[config.mk]
export PLATFORM = sky130hd
export DESIGN_NAME = i2s_tx_module
export DESIGN_NICKNAME = d
export VERILOG_FILES = /design/src/rtl/i2s_tx_module.sv
export SDC_FILE = /design/constraint.sdc
export NUM_CORES = 1
export LEC_CHECK = 0
export CORE_MARGIN = 5
export CORE_UTILIZATION = 50
export CTS_BUF_LIST = sky130_fd_sc_hd__clkbuf_16
export DETAILED_ROUTE_END_ITERATION = 8
export MAX_ROUTING_LAYER = met4
export PLACE_DENSITY = 0.73
export SYNTH_ARGS = -nofsm -noshare
export SYNTH_HDL_FRONTEND = slang
export SYNTH_SLANG_ARGS = --single-unit
[constraint.sdc]
create_clock -name clk_i -period 3.9 [get_ports clk_i]
set_input_delay 0.78 -clock clk_i [delete_from_list [all_inputs] [get_ports clk_i]]
set_output_delay 0.78 -clock clk_i [all_outputs]
set_load 0.02 [all_outputs]
[src/rtl/i2s_tx_module.sv]
`default_nettype none
// ============================================================================
// Module   : i2s_tx_module
// Purpose  : I2S master transmitter. Generates bck_o/lrck_o from clk_i,
//            accepts stereo pairs over valid/ready into a 1-deep holding
//            register and shifts them out MSB-first with standard I2S framing
//            (data delayed one bck after each lrck edge, left while lrck=0).
// Ports    : clk_i, rst_i (async, active high), en_i    - clock/reset/enable
//            valid_i, left_i, right_i, ready_o           - sample handshake
//            bck_o, lrck_o, dat_o                        - I2S serial outputs
//            underrun_o                                  - frame start w/o data
// Revision : 1.0 - initial release
// ============================================================================
module i2s_tx_module #(
  parameter int FRAME_RES = 32,
  parameter int DATA_RES  = 24,
  parameter int BCK_DIV   = 2
) (
  input  logic                clk_i,
  input  logic                rst_i,
  input  logic                en_i,
  input  logic                valid_i,
  input  logic [DATA_RES-1:0] left_i,
  input  logic [DATA_RES-1:0] right_i,
  output logic                ready_o,
  output logic                bck_o,
  output logic                lrck_o,
  output logic                dat_o,
  output logic                underrun_o
);

  localparam int              C_SLOTS    = 2 * FRAME_RES;
  localparam int              C_KW       = $clog2(C_SLOTS);
  localparam int              C_DW       = (BCK_DIV > 1) ? $clog2(BCK_DIV) : 1;
  localparam logic [C_KW-1:0] C_K_LAST   = C_KW'(C_SLOTS - 1);
  localparam logic [C_KW-1:0] C_K_RIGHT  = C_KW'(FRAME_RES);
  localparam logic [C_DW-1:0] C_DIV_LAST = C_DW'(BCK_DIV - 1);

  typedef enum logic [0:0] {
    ST_IDLE = 1'b0,
    ST_RUN  = 1'b1
  } state_t;

  state_t                r_state;
  state_t                w_state_next;

  logic [C_DW-1:0]       r_div;
  logic                  r_bck;
  logic [C_KW-1:0]       r_k;
  logic                  r_lrck;
  logic                  r_dat;
  logic                  r_underrun;
  logic [2*DATA_RES-1:0] r_hold;
  logic                  r_hold_full;
  logic [2*DATA_RES-1:0] r_frame;

  logic                  w_wrap;
  logic                  w_fall;
  logic                  w_last;
  logic                  w_frame_start;
  logic                  w_stop;
  logic                  w_tick;
  logic                  w_accept;
  logic [C_KW-1:0]       w_k_next;
  logic [C_KW-1:0]       w_s;
  logic [C_KW-1:0]       w_p;
  logic [DATA_RES-1:0]   w_word;
  logic [DATA_RES-1:0]   w_shift;
  logic                  w_bit;

  assign ready_o    = ~r_hold_full;
  assign w_accept   = valid_i & ~r_hold_full;
  assign bck_o      = r_bck;
  assign lrck_o     = r_lrck;
  assign dat_o      = r_dat;
  assign underrun_o = r_underrun;

  // Next-state and tick strobes. A frame start is either the first enabled
  // clk out of idle or the bck fall that wraps k back to 0 while enabled;
  // the same wrapping fall with en_i low drops into idle instead.
  always_comb begin
    w_state_next  = r_state;
    w_frame_start = 1'b0;
    w_stop        = 1'b0;
    w_wrap        = (r_div == C_DIV_LAST);
    w_fall        = (r_state == ST_RUN) && w_wrap && r_bck;
    w_last        = (r_k == C_K_LAST);
    case (r_state)
      ST_IDLE: begin
        if (en_i) begin
          w_frame_start = 1'b1;
          w_state_next  = ST_RUN;
        end
      end
      ST_RUN: begin
        if (w_fall && w_last) begin
          if (en_i) begin
            w_frame_start = 1'b1;
          end else begin
            w_stop       = 1'b1;
            w_state_next = ST_IDLE;
          end
        end
      end
      default: w_state_next = ST_IDLE;
    endcase
    w_tick   = w_frame_start | (w_fall & ~w_last);
    w_k_next = w_frame_start ? '0 : (r_k + C_KW'(1));
  end

  // Bit sent at tick k is slot bit k-1, which is simply the current r_k
  // (or the last slot bit when leaving idle). The old frame register is
  // used, so k=0 carries the tail of the previous frame. Shifting left by
  // the slot position puts the wanted bit at the MSB and shifts in zeros
  // for pad positions beyond DATA_RES.
  always_comb begin
    w_s = (r_state == ST_RUN) ? r_k : C_K_LAST;
    if (w_s >= C_K_RIGHT) begin
      w_p    = w_s - C_K_RIGHT;
      w_word = r_frame[DATA_RES-1:0];
    end else begin
      w_p    = w_s;
      w_word = r_frame[2*DATA_RES-1:DATA_RES];
    end
    w_shift = w_word << w_p;
    w_bit   = w_shift[DATA_RES-1];
  end

  always_ff @(posedge clk_i or posedge rst_i) begin
    if (rst_i) begin
      r_state <= ST_IDLE;
    end else begin
      r_state <= w_state_next;
    end
  end

  always_ff @(posedge clk_i or posedge rst_i) begin
    if (rst_i) begin
      r_div       <= '0;
      r_bck       <= 1'b0;
      r_k         <= '0;
      r_lrck      <= 1'b0;
      r_dat       <= 1'b0;
      r_underrun  <= 1'b0;
      r_hold      <= '0;
      r_hold_full <= 1'b0;
      r_frame     <= '0;
    end else begin
      r_underrun <= w_frame_start & ~r_hold_full;

      // Divider runs only while active; idle holds it (and bck) at zero so
      // the first enabled clk acts as the k=0 fall.
      if (r_state == ST_RUN) begin
        r_div <= w_wrap ? '0 : (r_div + C_DW'(1));
        if (w_wrap) begin
          r_bck <= ~r_bck;
        end
      end else begin
        r_div <= '0;
        r_bck <= 1'b0;
      end

      if (w_tick) begin
        r_k    <= w_k_next;
        r_lrck <= (w_k_next >= C_K_RIGHT);
        r_dat  <= w_bit;
      end else if (w_stop) begin
        r_k    <= '0;
        r_lrck <= 1'b0;
        r_dat  <= 1'b0;
      end

      if (w_frame_start) begin
        r_frame <= r_hold_full ? r_hold : '0;
      end

      // Accept and consume are exclusive: accept needs an empty holding
      // register, consume needs a full one.
      if (w_accept) begin
        r_hold      <= {left_i, right_i};
        r_hold_full <= 1'b1;
      end else if (w_frame_start) begin
        r_hold_full <= 1'b0;
      end
    end
  end

endmodule
`default_nettype wire

==> flow_metrics.tcl <==
set metrics [dict create \
    status "complete, no violations" \
    antenna_cells 0 \
    cp_slowest_cell "dfrtp_1" \
    routedWlPerCell_um 15.8 \
    cellLeakagePower_nw 2.58 \
    cts_buffers 9 \
    worst-setup-path-type "flop to output pin" \
    drt_first_pass_iters 5 \
    multi_input_area_um2 1850 \
    hold_violations 0 \
    cap_viol_max_count 0 \
    tns_ns 0 \
    start_kind "flop" \
    synth-simple-area-share_pct 11.1 \
    ys_seq_elements 109 \
    antenna_left 0 \
    power.total_mw 2.82 \
    rsz0062_at_grt "no" \
    die_h_um 107 \
    final_cell_area_um2 5710 \
    hold_buffers 0 \
    power_density_nw_per_um2 494 \
    synth.distinct_cells 36 \
    clk_path_buf_depth 2 \
    grt_max_degree 99 \
    ys_warn_count 0 \
    synth.yosys.seq_area_share_pct 57.7 \
    synth_cells 434 \
    worstMarginPinSlew_ns 0.817 \
    synthMuxAreaShare_pct 15.6 \
    h-tree-depth 3 \
    crit_required_ns 3.12 \
    regArea_um2 2730 \
    clock_skew_ns 0.00467 \
    layout_setup_ws_ns 1.22 \
    fin_nets 529 \
    layout-drive-gt1-share_pct 16.4 \
    synth.avg_cell_area_um2 10.9 \
    die_x_um 107 \
    cts_tree "built" \
    ys_top_cells_by_count "109 x dfrtp_1, 108 x nand2_1, 61 x o21ai_0" \
    timing.final.crit_period_ns 2.68 \
    initial_core_util_pct 51.1 \
    placed_area_um2 5370 \
    synth_xor_area_share_pct 0.556 \
    fmax_ghz 0.374 \
    async_flop_share_pct 100 \
    hold_path_class "flop to flop" \
    synth_edf_count 0 \
    path_clk_slew_ns 0.07 \
    cp.arrival_ns 1.90 \
    post_cts_resized 0 \
    fillers 729 \
    ioPinCount 57 \
    critPathTopFamily "flip-flops" \
    synth_top_family_by_area "multiplexers" \
    routed_wl_mm 9.64 \
    grt_usage_pct 18.9 \
    hpwl_mm 6.67 \
    core_um2 9240 \
    grt_pass1_wl_mm 16.7 \
    path_cells "inv_1, clkdlybuf4s50_1" \
    holdWs_ns 0.477 \
    routabilityCongestion 0.899 \
    num_vias 3239 \
    die-area_um2 11500 \
    period_share_pct 68.6 \
    netlist.area_leader.share_pct 57.7 \
    peakVddDrop_mv 0.282 \
    clockRootBuffer "clkbuf_16" \
    synth.most_common_cell "dfrtp_1" \
    insertion_delay_ns 0.34 \
    synth_area_leader_cell "dfrtp_1" \
    area_growth_pct 21.0 \
    drc 0 \
    end_kind "output pin" \
    cpPeakStageDelay_ns 0.87 \
    postCtsSetupBuffers 0 \
    synth_nets 487 \
    viasPerCell 5.31 \
    synth_compound_area_share_pct 11.4 \
    first_iter_violations 139 \
    io_buffers 56 \
    synth_area_um2 4720 \
    dp_slack_ns 1.25 \
    clock_sinks 109 \
    slew_headroom_pct 45.5 \
    fp-row-count 35 \
    setup_violations 0 \
    synth_fa_ha_area_share_pct 0.265 \
    antenna_found_initial 0 \
    crit_fanout 22 \
    maxSlewViolCount 0 \
    synth_area_leaders "dfrtp_1 58%, mux2_2 12%, nand2_1 8.6%, o21ai_0 6.5%, mux4_2 2.4%" \
    critPathBufInv 2 \
    overflow 0 \
    grt_pass1_vias 3413 \
    synth_ff_type "dfrtp_1" \
]
[cells by family (layout without fill, tap and decap cells)]
family | after synthesis | after routing
AOI/OAI and AO/OA | 91 | 91
and+or+nand+nor | 131 | 131
DFF | 109 | 109
xor gates and xnor gates | 3 | 3
adders and majority gates | 1 | 1
buffers and inverters | 38 | 85
muxes | 61 | 61
[stage by stage]
step                      utilization (%)  std cells
after floorplan                         -        434
after global placement               58.2        594
after detailed placement             58.2        594
after CTS                            61.8        610
after global routing                 61.8        610
final                                61.8        610
[cells in the final DEF, fill, tap and decap left out, types with 2 or more instances in the layout]
master	instances
o221a_2	2
inv_1	9
mux2i_1	6
nor2_1	9
nand2b_1	5
o31ai_1	2
clkinv_4	2
xnor2_1	2
a311oi_1	2
a211oi_1	2
mux2_2	50
clkbuf_16	9
nor2b_1	2
buf_4	3
o22ai_1	3
mux4_2	5
dfrtp_1	109
a21o_1	5
nand2_1	107
o21ai_0	61
bufinv_16	3
nand3_1	3
a21oi_1	5
clkdlybuf4s50_1	56
[worst paths after layout]
check	from	end	depth (start not counted)	slack, ns
max	r_hold_full	ready_o	2	1.22
min	lrck_o	lrck_o	1	0.48
max reg2reg	r_k[0]	r_frame[32]	7	1.35
min reg2reg	lrck_o	lrck_o	1	0.48
max in group asynchronous	rst_i	r_frame[6]	3	2.25
min in group asynchronous	rst_i	r_hold[42]	2	0.93
[routing by layer]
layer  global-route usage [%]  vias up  share of wire (%)
met3                     3.31       15                2.8
met1                     24.4     1606                 44
met5                        -        -                  0
met2                     30.7       57                 51
li1                         -     1561                  -
met4                     6.03        0                1.9
[power breakdown]
group | internal [mW] | switching (mW) | total, mW
registers | 1.32 | 0.115 | 1.44
clock network | 0.625 | 0.395 | 1.02
logic | 0.227 | 0.136 | 0.363
total | 2.18 | 0.646 | 2.82
[registers in the layout, summed over array words and instances (netlist names)]
| signal | count |
|---|---|
| r_k | 6 |
| underrun_o | 1 |
| r_frame | 48 |
| r_div | 1 |
| r_hold | 48 |
| r_hold_full | 1 |
| dat_o | 1 |
| r_state | 1 |
| bck_o | 1 |
| lrck_o | 1 |
[cell type report]
class	instances	area share, %
clock buffer	9	3.94
clock inverter	7	2.01
inverter	9	0.635
multi-input combinational	287	32.3
sequential	109	47.7
tap	129	2.82
timing repair buffer	60	10.6
No activity file was read; power rests on OpenSTA's default activity.
